--- config.mk ---
export PLATFORM = sky130hd
export DESIGN_NAME = instr_feeder
export DESIGN_NICKNAME = d
export VERILOG_FILES = /design/src/rtl/instr_feeder_pkg.sv /design/src/rtl/instr_feeder_prog_ram.sv /design/src/rtl/instr_feeder.sv
export SDC_FILE = /design/constraint.sdc
export NUM_CORES = 1
export LEC_CHECK = 0
export CORE_UTILIZATION = 60
export DETAILED_ROUTE_END_ITERATION = 10
export GPL_TIMING_DRIVEN = 0
export PLACE_DENSITY = 0.79
export REMOVE_ABC_BUFFERS = 1
export SYNTH_ARGS = -nofsm -noshare
export SYNTH_HDL_FRONTEND = slang
export SYNTH_SLANG_ARGS = --single-unit
--- constraint.sdc ---
create_clock -name clk -period 3.8 [get_ports clk]
set_clock_uncertainty 0.15 [all_clocks]
set_input_delay 1.14 -clock clk [delete_from_list [all_inputs] [get_ports clk]]
set_output_delay 1.14 -clock clk [all_outputs]
set_load 0.01 [all_outputs]
--- src/rtl/instr_feeder_pkg.sv ---
// Shared definitions for the instruction feeder and the processor controller:
// program geometry, instruction field positions and feeder state encoding.
package instr_feeder_pkg;
   localparam int IW    = 20;
   localparam int AW    = 4;
   localparam int DEPTH = 16;

   localparam int OPC_MSB = 19;
   localparam int OPC_LSB = 16;
   localparam int OPB_MSB = 15;
   localparam int OPB_LSB = 8;
   localparam int OPA_MSB = 7;
   localparam int OPA_LSB = 0;

   typedef enum logic [1:0] {
      IDLE  = 2'd0,
      FETCH = 2'd1,
      ISSUE = 2'd2,
      DONE  = 2'd3
   } state_t;
endpackage

--- src/rtl/instr_feeder_prog_ram.sv ---
// Program store: synchronous write, asynchronous read. The feeder FSM registers
// the read word, so contents are never reset and survive a feeder reset.
module instr_feeder_prog_ram #(
   parameter int DEPTH = 16,
   parameter int AW    = 4,
   parameter int IW    = 20
) (
   input  logic          clk,
   input  logic          wr_en,
   input  logic [AW-1:0] wr_addr,
   input  logic [IW-1:0] wr_data,
   input  logic [AW-1:0] rd_addr,
   output logic [IW-1:0] rd_data
);
   logic [IW-1:0] mem [DEPTH];

   always_ff @(posedge clk) begin
      if (wr_en) mem[wr_addr] <= wr_data;
   end

   assign rd_data = mem[rd_addr];
endmodule

--- src/rtl/instr_feeder.sv ---
// Program store and instruction issuer: host loads words, start issues them one
// at a time; a change on the controller address acknowledges the current word.
module instr_feeder #(
   parameter int DEPTH = instr_feeder_pkg::DEPTH,
   parameter int AW    = instr_feeder_pkg::AW,
   parameter int IW    = instr_feeder_pkg::IW
) (
   input  logic          clk,
   input  logic          reset,
   input  logic          wr_en,
   input  logic [IW-1:0] wr_data,
   input  logic          clear,
   input  logic          start,
   input  logic [AW-1:0] address,
   output logic [3:0]    opcode,
   output logic [7:0]    operand_b,
   output logic [7:0]    operand_a,
   output logic          op,
   output logic          busy,
   output logic          done,
   output logic          full,
   output logic [AW:0]   prog_len,
   output logic          seq_err
);
   import instr_feeder_pkg::*;

   state_t        state;
   logic [AW:0]   wr_ptr;
   logic [AW:0]   issue_cnt;
   logic [AW-1:0] issue_addr;
   logic [IW-1:0] instr_reg;
   logic [IW-1:0] rd_data;
   logic          accept_wr;
   logic [AW:0]   next_len;

   // Writes land only while idle; clear beats a same-cycle write.
   assign full      = (wr_ptr == (AW+1)'(DEPTH));
   assign accept_wr = (state == IDLE) && wr_en && !full && !clear;
   assign next_len  = wr_ptr + {{AW{1'b0}}, accept_wr};

   instr_feeder_prog_ram #(.DEPTH(DEPTH), .AW(AW), .IW(IW)) u_ram (
      .clk     (clk),
      .wr_en   (accept_wr),
      .wr_addr (wr_ptr[AW-1:0]),
      .wr_data (wr_data),
      .rd_addr (issue_cnt[AW-1:0]),
      .rd_data (rd_data)
   );

   always_ff @(posedge clk or posedge reset) begin
      if (reset) begin
         state      <= IDLE;
         wr_ptr     <= '0;
         issue_cnt  <= '0;
         issue_addr <= '0;
         instr_reg  <= '0;
         seq_err    <= 1'b0;
      end else begin
         case (state)
            IDLE: begin
               if (clear) begin
                  wr_ptr <= '0;
                  if (start) state <= DONE;
               end else begin
                  if (accept_wr) wr_ptr <= next_len;
                  if (start) begin
                     if (next_len == '0) begin
                        state <= DONE;
                     end else begin
                        issue_cnt <= '0;
                        seq_err   <= 1'b0;
                        state     <= FETCH;
                     end
                  end
               end
            end
            FETCH: begin
               instr_reg  <= rd_data;
               issue_addr <= address;
               if (address != issue_cnt[AW-1:0]) seq_err <= 1'b1;
               state <= ISSUE;
            end
            ISSUE: begin
               if (address != issue_addr) begin
                  issue_cnt <= issue_cnt + 1'b1;
                  state     <= ((issue_cnt + 1'b1) == wr_ptr) ? DONE : FETCH;
               end
            end
            DONE: begin
               if (clear) begin
                  wr_ptr <= '0;
                  state  <= IDLE;
               end else if (start && (wr_ptr != '0)) begin
                  issue_cnt <= '0;
                  seq_err   <= 1'b0;
                  state     <= FETCH;
               end
            end
            default: state <= IDLE;
         endcase
      end
   end

   assign op        = (state == ISSUE);
   assign busy      = (state == FETCH) || (state == ISSUE);
   assign done      = (state == DONE);
   assign prog_len  = wr_ptr;
   assign opcode    = instr_reg[OPC_MSB:OPC_LSB];
   assign operand_b = instr_reg[OPB_MSB:OPB_LSB];
   assign operand_a = instr_reg[OPA_MSB:OPA_LSB];
endmodule

==> impl.org <==
** Synth
- Sequential-to-total area share from yosys stat :: 74.3%
- Cell taking the most area after synthesis :: edfxtp_1
- Number of flip-flops and latches in the synthesized netlist :: about 360
- Distinct cell type count of the synthesized netlist :: slightly below 50
- The synthesized design contains 320 enable-type register cells.
- Synthesized area per cell :: roughly 20 sq um
- By count the netlist is led by edfxtp_1, mux4_2, dfrtp_1, nor3_1.
- In the synthesized netlist, the number of instances is 704.
- Share of the synthesized area in the top cell type :: between 60 and 70%
- In this run the cell area of the synthesized design comes to 14,200 sq um.
- Synth Flop Type :: edfxtp_1
- Yosys instantiated no cell more often than edfxtp_1.
- Warnings from Yosys :: 0
- Top post-synthesis cells by area :: edfxtp_1, mux4_2, dfrtp_1
- Proportion of register bits with asynchronous set or reset after synthesis :: 10.4%

** Critical path
- Of all nets on the critical path, the largest fanout is 18.
- The setup path with the least slack is of type flip-flop to output pin.
- Kind of launch point of the worst setup path :: flip-flop
- Data on the critical path is required at its endpoint by approximately 2.5 ns.
- Data on the critical path arrives at its endpoint at ~2.4 ns.
- The worst setup path is captured at an output pin.

** Floorplan
- Initial cell density of the core :: roughly three fifths
- After floorplanning, the core was divided into 55 placement rows.
- Die span in x :: between 150 and 200 microns
- In this run the vertical extent of the chip is 156 microns.
- Die footprint :: around 24,000 sq um
- Top-level I/O count :: 59
- Area of the core :: roughly 23,000 sq um

** Routing
- Routed vias/inst :: 6.52
- The detailed router placed 7,268 vias in this run.
- DRT antenna net count :: 0
- The final layout contains routed wiring with a total length of approximately 31,000 microns.
- The detailed router finished its first iteration with approximately 670 violations.
- DR pass1 iterations :: 7
- Routed WL per cell :: around 27 microns
- Detailed-route DRC error count :: 0

** Clocking
- Post-CTS setup repair buffer count :: 0
- TritonCTS built the clock tree.
- No sink is reached through more buffers than the 3 on the longest clock path.
- After clock tree synthesis, the clock-pin slew on the worst setup and hold paths is about 0.060 ns.
- The H-tree generated during clock tree synthesis spans 2 levels.
- For the worst-skew pair, the clock arrives at the later sink with an insertion delay of around 0.51 ns.
- Count of clock tree sinks :: ~360
- In this run, post-CTS hold repair placed 0 buffers.
- CTS buffer count :: 35
- Cell at the root of the clock tree :: clkbuf_16

** Power and ir drop
- Summing internal, switching and leakage power gives between 10 and 15 mW.
- The analysis attributes to cell leakage a power of 5.25 nW.
- For this design the ratio of total power to cell area is 624 nW/um^2.
- Highest ir drop seen on vdd :: between 300 and 400 uV

** Timing
- Portion of the clock cycle consumed by the worst path in the final layout :: a little over nine tenths
- Transition time of the tightest slew-check pin :: 1.36 ns
- The number of hold violations in the final report is 0.
- For this run, the top clock speed supported by timing is 273 MHz.
- Worst Hold Margin :: ~0.37 ns
- Number of pins with negative max-slew slack in the final report :: 0
- Final critical delay including setup and external delays :: 3.67 ns
- In the final timing run, aggregate negative setup slack is 0 ns.
- Max-Slew Margin vs Limit :: approximately a tenth
- Number of failing setup endpoints in the final timing report :: 0
- Setup repair after global routing missed its margin :: no

** Placement
- Detailed placement ended at an HPWL of approximately 17,000 microns.
- During placement, the flow inserted port buffers numbering between 50 and 60.
- Placed Instance Area :: approximately 15,000 sq um
- The congestion estimate from routability-driven global placement came to a little over 0.8.
- Cell count after placement :: about 1,100

** GRT
- Global routing usage summed across all routing layers :: between 20% and 30%
- Entering global routing, the biggest net connects 48 pins.
- The first global-routing pass estimated ~46,000 microns of wire.
- The number of global-route vias before repair came to 7,462.
- Gr ovfl total :: 0
- Antenna violations before repair :: 0

** Run status
- Run status :: completed

** Final layout
- Once layout is done, the placed cells without fillers occupy approximately 17,000 sq um.
- Number of flip-flops under the largest register name :: 320
- The repair_antennas step left the layout with diodes totalling 0.
- Ratio of cells with drive above 1 in the final layout :: 24.3%
- Number of nets in the finished design :: between 800 and 900
- Final cell count without fillers :: 1,115
- P&R area growth vs syn :: 16.6%

** Worst hold path
- Hold crit path type :: flip-flop to flip-flop

** Job
- Number of max-capacitance violations reported :: 0
==> per-stage QoR <==
step,utilization [%],setup WS (ns)
final,72.2,0.134
after detailed placement,67.1,-0.411
after CTS,72.1,0.0789
after global routing,72.2,0.0499
after global placement,65.3,-2.51
after floorplan,-,-1.13
==> placed cells by master (no fill, tap or decap), types with 3 or more instances in the layout <==
| master | count |
|---|---|
| a21oi_1 | 7 |
| a221o_1 | 19 |
| a22o_1 | 3 |
| buf_16 | 5 |
| buf_6 | 7 |
| buf_8 | 4 |
| bufinv_16 | 4 |
| clkbuf_1 | 10 |
| clkbuf_16 | 37 |
| clkdlybuf4s50_1 | 57 |
| clkinv_1 | 6 |
| clkinv_2 | 5 |
| dfrtp_1 | 34 |
| dfrtp_4 | 3 |
| edfxtp_1 | 320 |
| ha_1 | 8 |
| inv_1 | 11 |
| mux2_2 | 24 |
| mux2i_1 | 23 |
| mux4_2 | 80 |
| nand2_1 | 9 |
| nand2b_1 | 7 |
| nand3_1 | 7 |
| nand4_1 | 4 |
| nor2_1 | 10 |
| nor2_2 | 7 |
| nor2_4 | 7 |
| nor2b_1 | 3 |
| nor3_1 | 22 |
| nor3_2 | 4 |
| o21ai_1 | 6 |
| o31ai_1 | 3 |
| xnor2_1 | 9 |
==> final timing paths <==
check,start,to,slack [ns],depth (start not counted)
max in group asynchronous,reset,issue_cnt[3],2.28,3
setup reg to reg,prog_len[2],issue_cnt[3],0.33,12
setup / recovery,prog_len[2],full,0.13,4
min in group asynchronous,reset,instr_reg[13],0.72,2
hold / removal,instr_reg[0],instr_reg[0],0.37,1
hold reg to reg,instr_reg[0],instr_reg[0],0.37,1
==> where the power goes <==
part	switching [mW]	total [mW]	internal [mW]
Combinational	0.926	2.03	1.11
Sequential	0.379	4.86	4.49
Clock	1.38	3.43	2.05
Total	2.68	10.3	7.65
==> routing by layer <==
metal	track usage, %	part of all wire, %
met1	37.0	40
met2	44.0	50
met3	3.81	6.7
met4	9.06	2.9
met5	0	0
==> kinds of logic after synthesis <==
| family | after synthesis | synth area share [%] |
|---|---|---|
| and+or+nand+nor | 91 | 3.25 |
| buffers and inverters | 54 | 1.73 |
| AOI/OAI and AO/OA | 56 | 3.15 |
| xor gates and xnor gates | 11 | 0.679 |
| DFF | 357 | 74.3 |
| adders and majority gates | 8 | 0.706 |
| muxes | 127 | 16.2 |
==> cell type report <==
cell class	instances	area, sq um
Tap cell	313	392
Fill cell	1325	6370
Multi-Input combinational cell	293	3510
Sequential cell	357	10500
Inverter	13	50.0
Clock buffer	47	963
Clock inverter	15	171
Timing Repair Buffer	77	907
==> worst max-delay path, stage by stage, from the launching register on <==
cell	delay, ns
dfrtp_1	0.64
nor4_2	0.45
nand2_1	0.16
inv_1	0.08
clkdlybuf4s50_1	0.53
==> repair_timing <==
item                                   CTS  global route
setup endpoints to repair                0             6
endpoints found under the hold margin    0             0
gates resized for setup                  0             5
Note: power is estimated with default switching activity, not from simulation.
==> RTL edit: new RTL, same flow settings <==
Register the output `seq_err` once more, without a reset; this adds one clock of latency there. The other outputs are not delayed to match.
--- a/src/rtl/instr_feeder.sv
+++ b/src/rtl/instr_feeder.sv
@@ -24,4 +24,6 @@
 );
    import instr_feeder_pkg::*;
+
+   logic seq_err_s0;
 
    state_t        state;
@@ -55,5 +57,5 @@
          issue_addr <= '0;
          instr_reg  <= '0;
-         seq_err    <= 1'b0;
+         seq_err_s0 <= 1'b0;
       end else begin
          case (state)
@@ -69,5 +71,5 @@
                      end else begin
                         issue_cnt <= '0;
-                        seq_err   <= 1'b0;
+                        seq_err_s0 <= 1'b0;
                         state     <= FETCH;
                      end
@@ -78,5 +80,5 @@
                instr_reg  <= rd_data;
                issue_addr <= address;
-               if (address != issue_cnt[AW-1:0]) seq_err <= 1'b1;
+               if (address != issue_cnt[AW-1:0]) seq_err_s0 <= 1'b1;
                state <= ISSUE;
             end
@@ -93,5 +95,5 @@
                end else if (start && (wr_ptr != '0)) begin
                   issue_cnt <= '0;
-                  seq_err   <= 1'b0;
+                  seq_err_s0 <= 1'b0;
                   state     <= FETCH;
                end
@@ -109,4 +111,8 @@
    assign operand_b = instr_reg[OPB_MSB:OPB_LSB];
    assign operand_a = instr_reg[OPA_MSB:OPA_LSB];
+   always_ff @(posedge clk) begin
+      seq_err <= seq_err_s0;
+   end
+
 endmodule
 
Check against the original RTL: not equivalent (a bounded check fails within 4 cycles, from zero or initial values and one cycle with reset high).
==> RTL edit against the unedited design <==
Global-route usage fell by 0.62 points. Worst hold slack got worse by 0.14 ns. Critical path depth rose by 9. Worst setup slack got worse by 0.020 ns. Power barely moved. Synthesized area rose by 0.14%. Sequential cell count rose by 1. Design area barely moved. Wire length fell by 2.1%. Clock power barely moved. First-iteration DRC count fell by 7.2%. Highest routed layer unchanged.
==> RTL edit: results (changes against the unedited design) <==
- The flow ran to the end, and the final reports show no timing, DRC or antenna violations.
- The worst setup path is of the input port to register kind.
- The leakage dissipation is 0.005243 µW (-0.12%).
* Leading cell types by total area after synthesis: edfxtp_1, mux4_2, dfrtp_1, mux2_2, mux2i_1
- R2r setup slk: 0.37 ns (+0.04 ns)
- The post-synthesis share of cell area spent on full adders, half adders and majority gates was 0.7045% (-0.00099 points).
- The global router's overall resource usage was 25.97% (-0.62 points).
- Met3 usage: 4.667% (+0.86 points)
- The post-synthesis compound-gate area fraction came to 3.144% (-0.0044 points).
* Met1 global-route usage: 36.27% (-0.75 points)
- Largest fanout on the critical path: 11 (-7)
* Power per cell area: 623.9 nW/µm² (about the same)
- Relative slew slack: 11.00% (+1.7 points)
- The depth of the most critical reg-to-reg path is 13 (+1).
- Period Utilization, post-route: 96.98% (+0.52 points)
- The detailed-route wire length on metal 1 was 12,100 µm (-1.8%).
- Share of cells above drive strength 1: 24.75% (+0.44 points)
* Count of port buffers added during placement: 58 (unchanged)
- Detailed Place HPWL: 16,580 µm (-3.1%)
- The power spent charging and discharging nets was 2711 µW (+1.1%).
- Clock buf count: 48 (+2.1%)
* Seq cells post-synth: 358 (+0.28%)
- Filler cell count in the final layout: 1,319 (-0.45%)
- Global-route met2 utilization: 42.07% (-1.9 points)
- The pre-CTS worst setup slack came to -0.4125 ns (-0.001248 ns).
* Part of the total power dissipated in sequential elements: 47.5% (+0.4 points)
- The share of synthesized flip-flops with an asynchronous set or reset was 10.34% (-0.029 points).
- The global-route wire length before repair is 44,800 µm (-2.0%).
* Routed met2 length: 14,960 µm (-1.8%)
- The global placer's final weighted congestion was 0.7967 (-2.9%).
- Clock tree cell share of total cell area: 6.927% (+0.067 points)
* Amount of wire on met3 after detailed routing: 2059 µm (+0.68%)
* Reg2Reg Capture Point: issue_cnt[0]$_DFFE_PP0P_
- Non-clock buffering overhead: 5.369% (-0.11 points)
- The via count of the routed design is 7,262 (-0.083%).
- Pin count of the biggest net entering global routing: 56 (+17%)
- The flip-flop and latch area came to 10,570 µm² (+0.19%).
- The area occupied by multi-input gates was 3502 µm² (-0.29%).
- Number of search-and-repair iterations in the first detailed-routing pass: 5 (-2)
- The clock buffer count from CTS was 36 (+2.9%).
- Critical Path Source: clear
- Number of global-route vias before repair: 7,392 (-0.94%)
-- RTL edit: cell count changes after synthesis, sizes merged --
cell   before  now
dfxtp       0    1
-- RTL edit: worst max-delay path, stage by stage --
cell,delay [ns]
clkdlybuf4s50_1,0.62
nor2_4,0.24
nand3_1,0.16
inv_1,0.09
ha_1,0.22
ha_1,0.25
and2_1,0.16
a21oi_1,0.09
o311ai_1,0.39
a21oi_2,0.19
buf_4,0.18
nand2_1,0.09
mux2i_1,0.07
-- RTL edit: worst min path at each step --
stage | depth (start not counted) | to | from | slack (ns)
floorplan | 0 | seq_err$_DFF_P_ | seq_err_s0$_DFFE_PP0P_ | 0.20
detailed placement | 0 | seq_err$_DFF_P_ | seq_err_s0$_DFFE_PP0P_ | 0.22
global route | 0 | seq_err$_DFF_P_ | seq_err_s0$_DFFE_PP0P_ | 0.25
CTS | 0 | seq_err$_DFF_P_ | seq_err_s0$_DFFE_PP0P_ | 0.24
finish | 0 | seq_err$_DFF_P_ | seq_err_s0$_DFFE_PP0P_ | 0.23
global placement | 0 | seq_err$_DFF_P_ | seq_err_s0$_DFFE_PP0P_ | 0.21
-- RTL edit: through the flow --
stage,utilization [%],instances,cell area [µm²]
2_1_floorplan,-,664,14010
3_3_place_gp,65.38,1035,14980
3_5_place_dp,67.13,1053,15380
4_1_cts,72.13,1116,16530
5_1_grt,72.20,1117,16540
6_report,72.20,1117,16540
-- RTL edit: repair_timing --
| item | CTS | global route |
|---|---|---|
| buffers inserted | 0 | 1 |
| hold endpoints to repair | 0 | 0 |
| hold buffers | 0 | 0 |
| setup endpoints to repair | 0 | 5 |
| resized for setup | 0 | 2 |
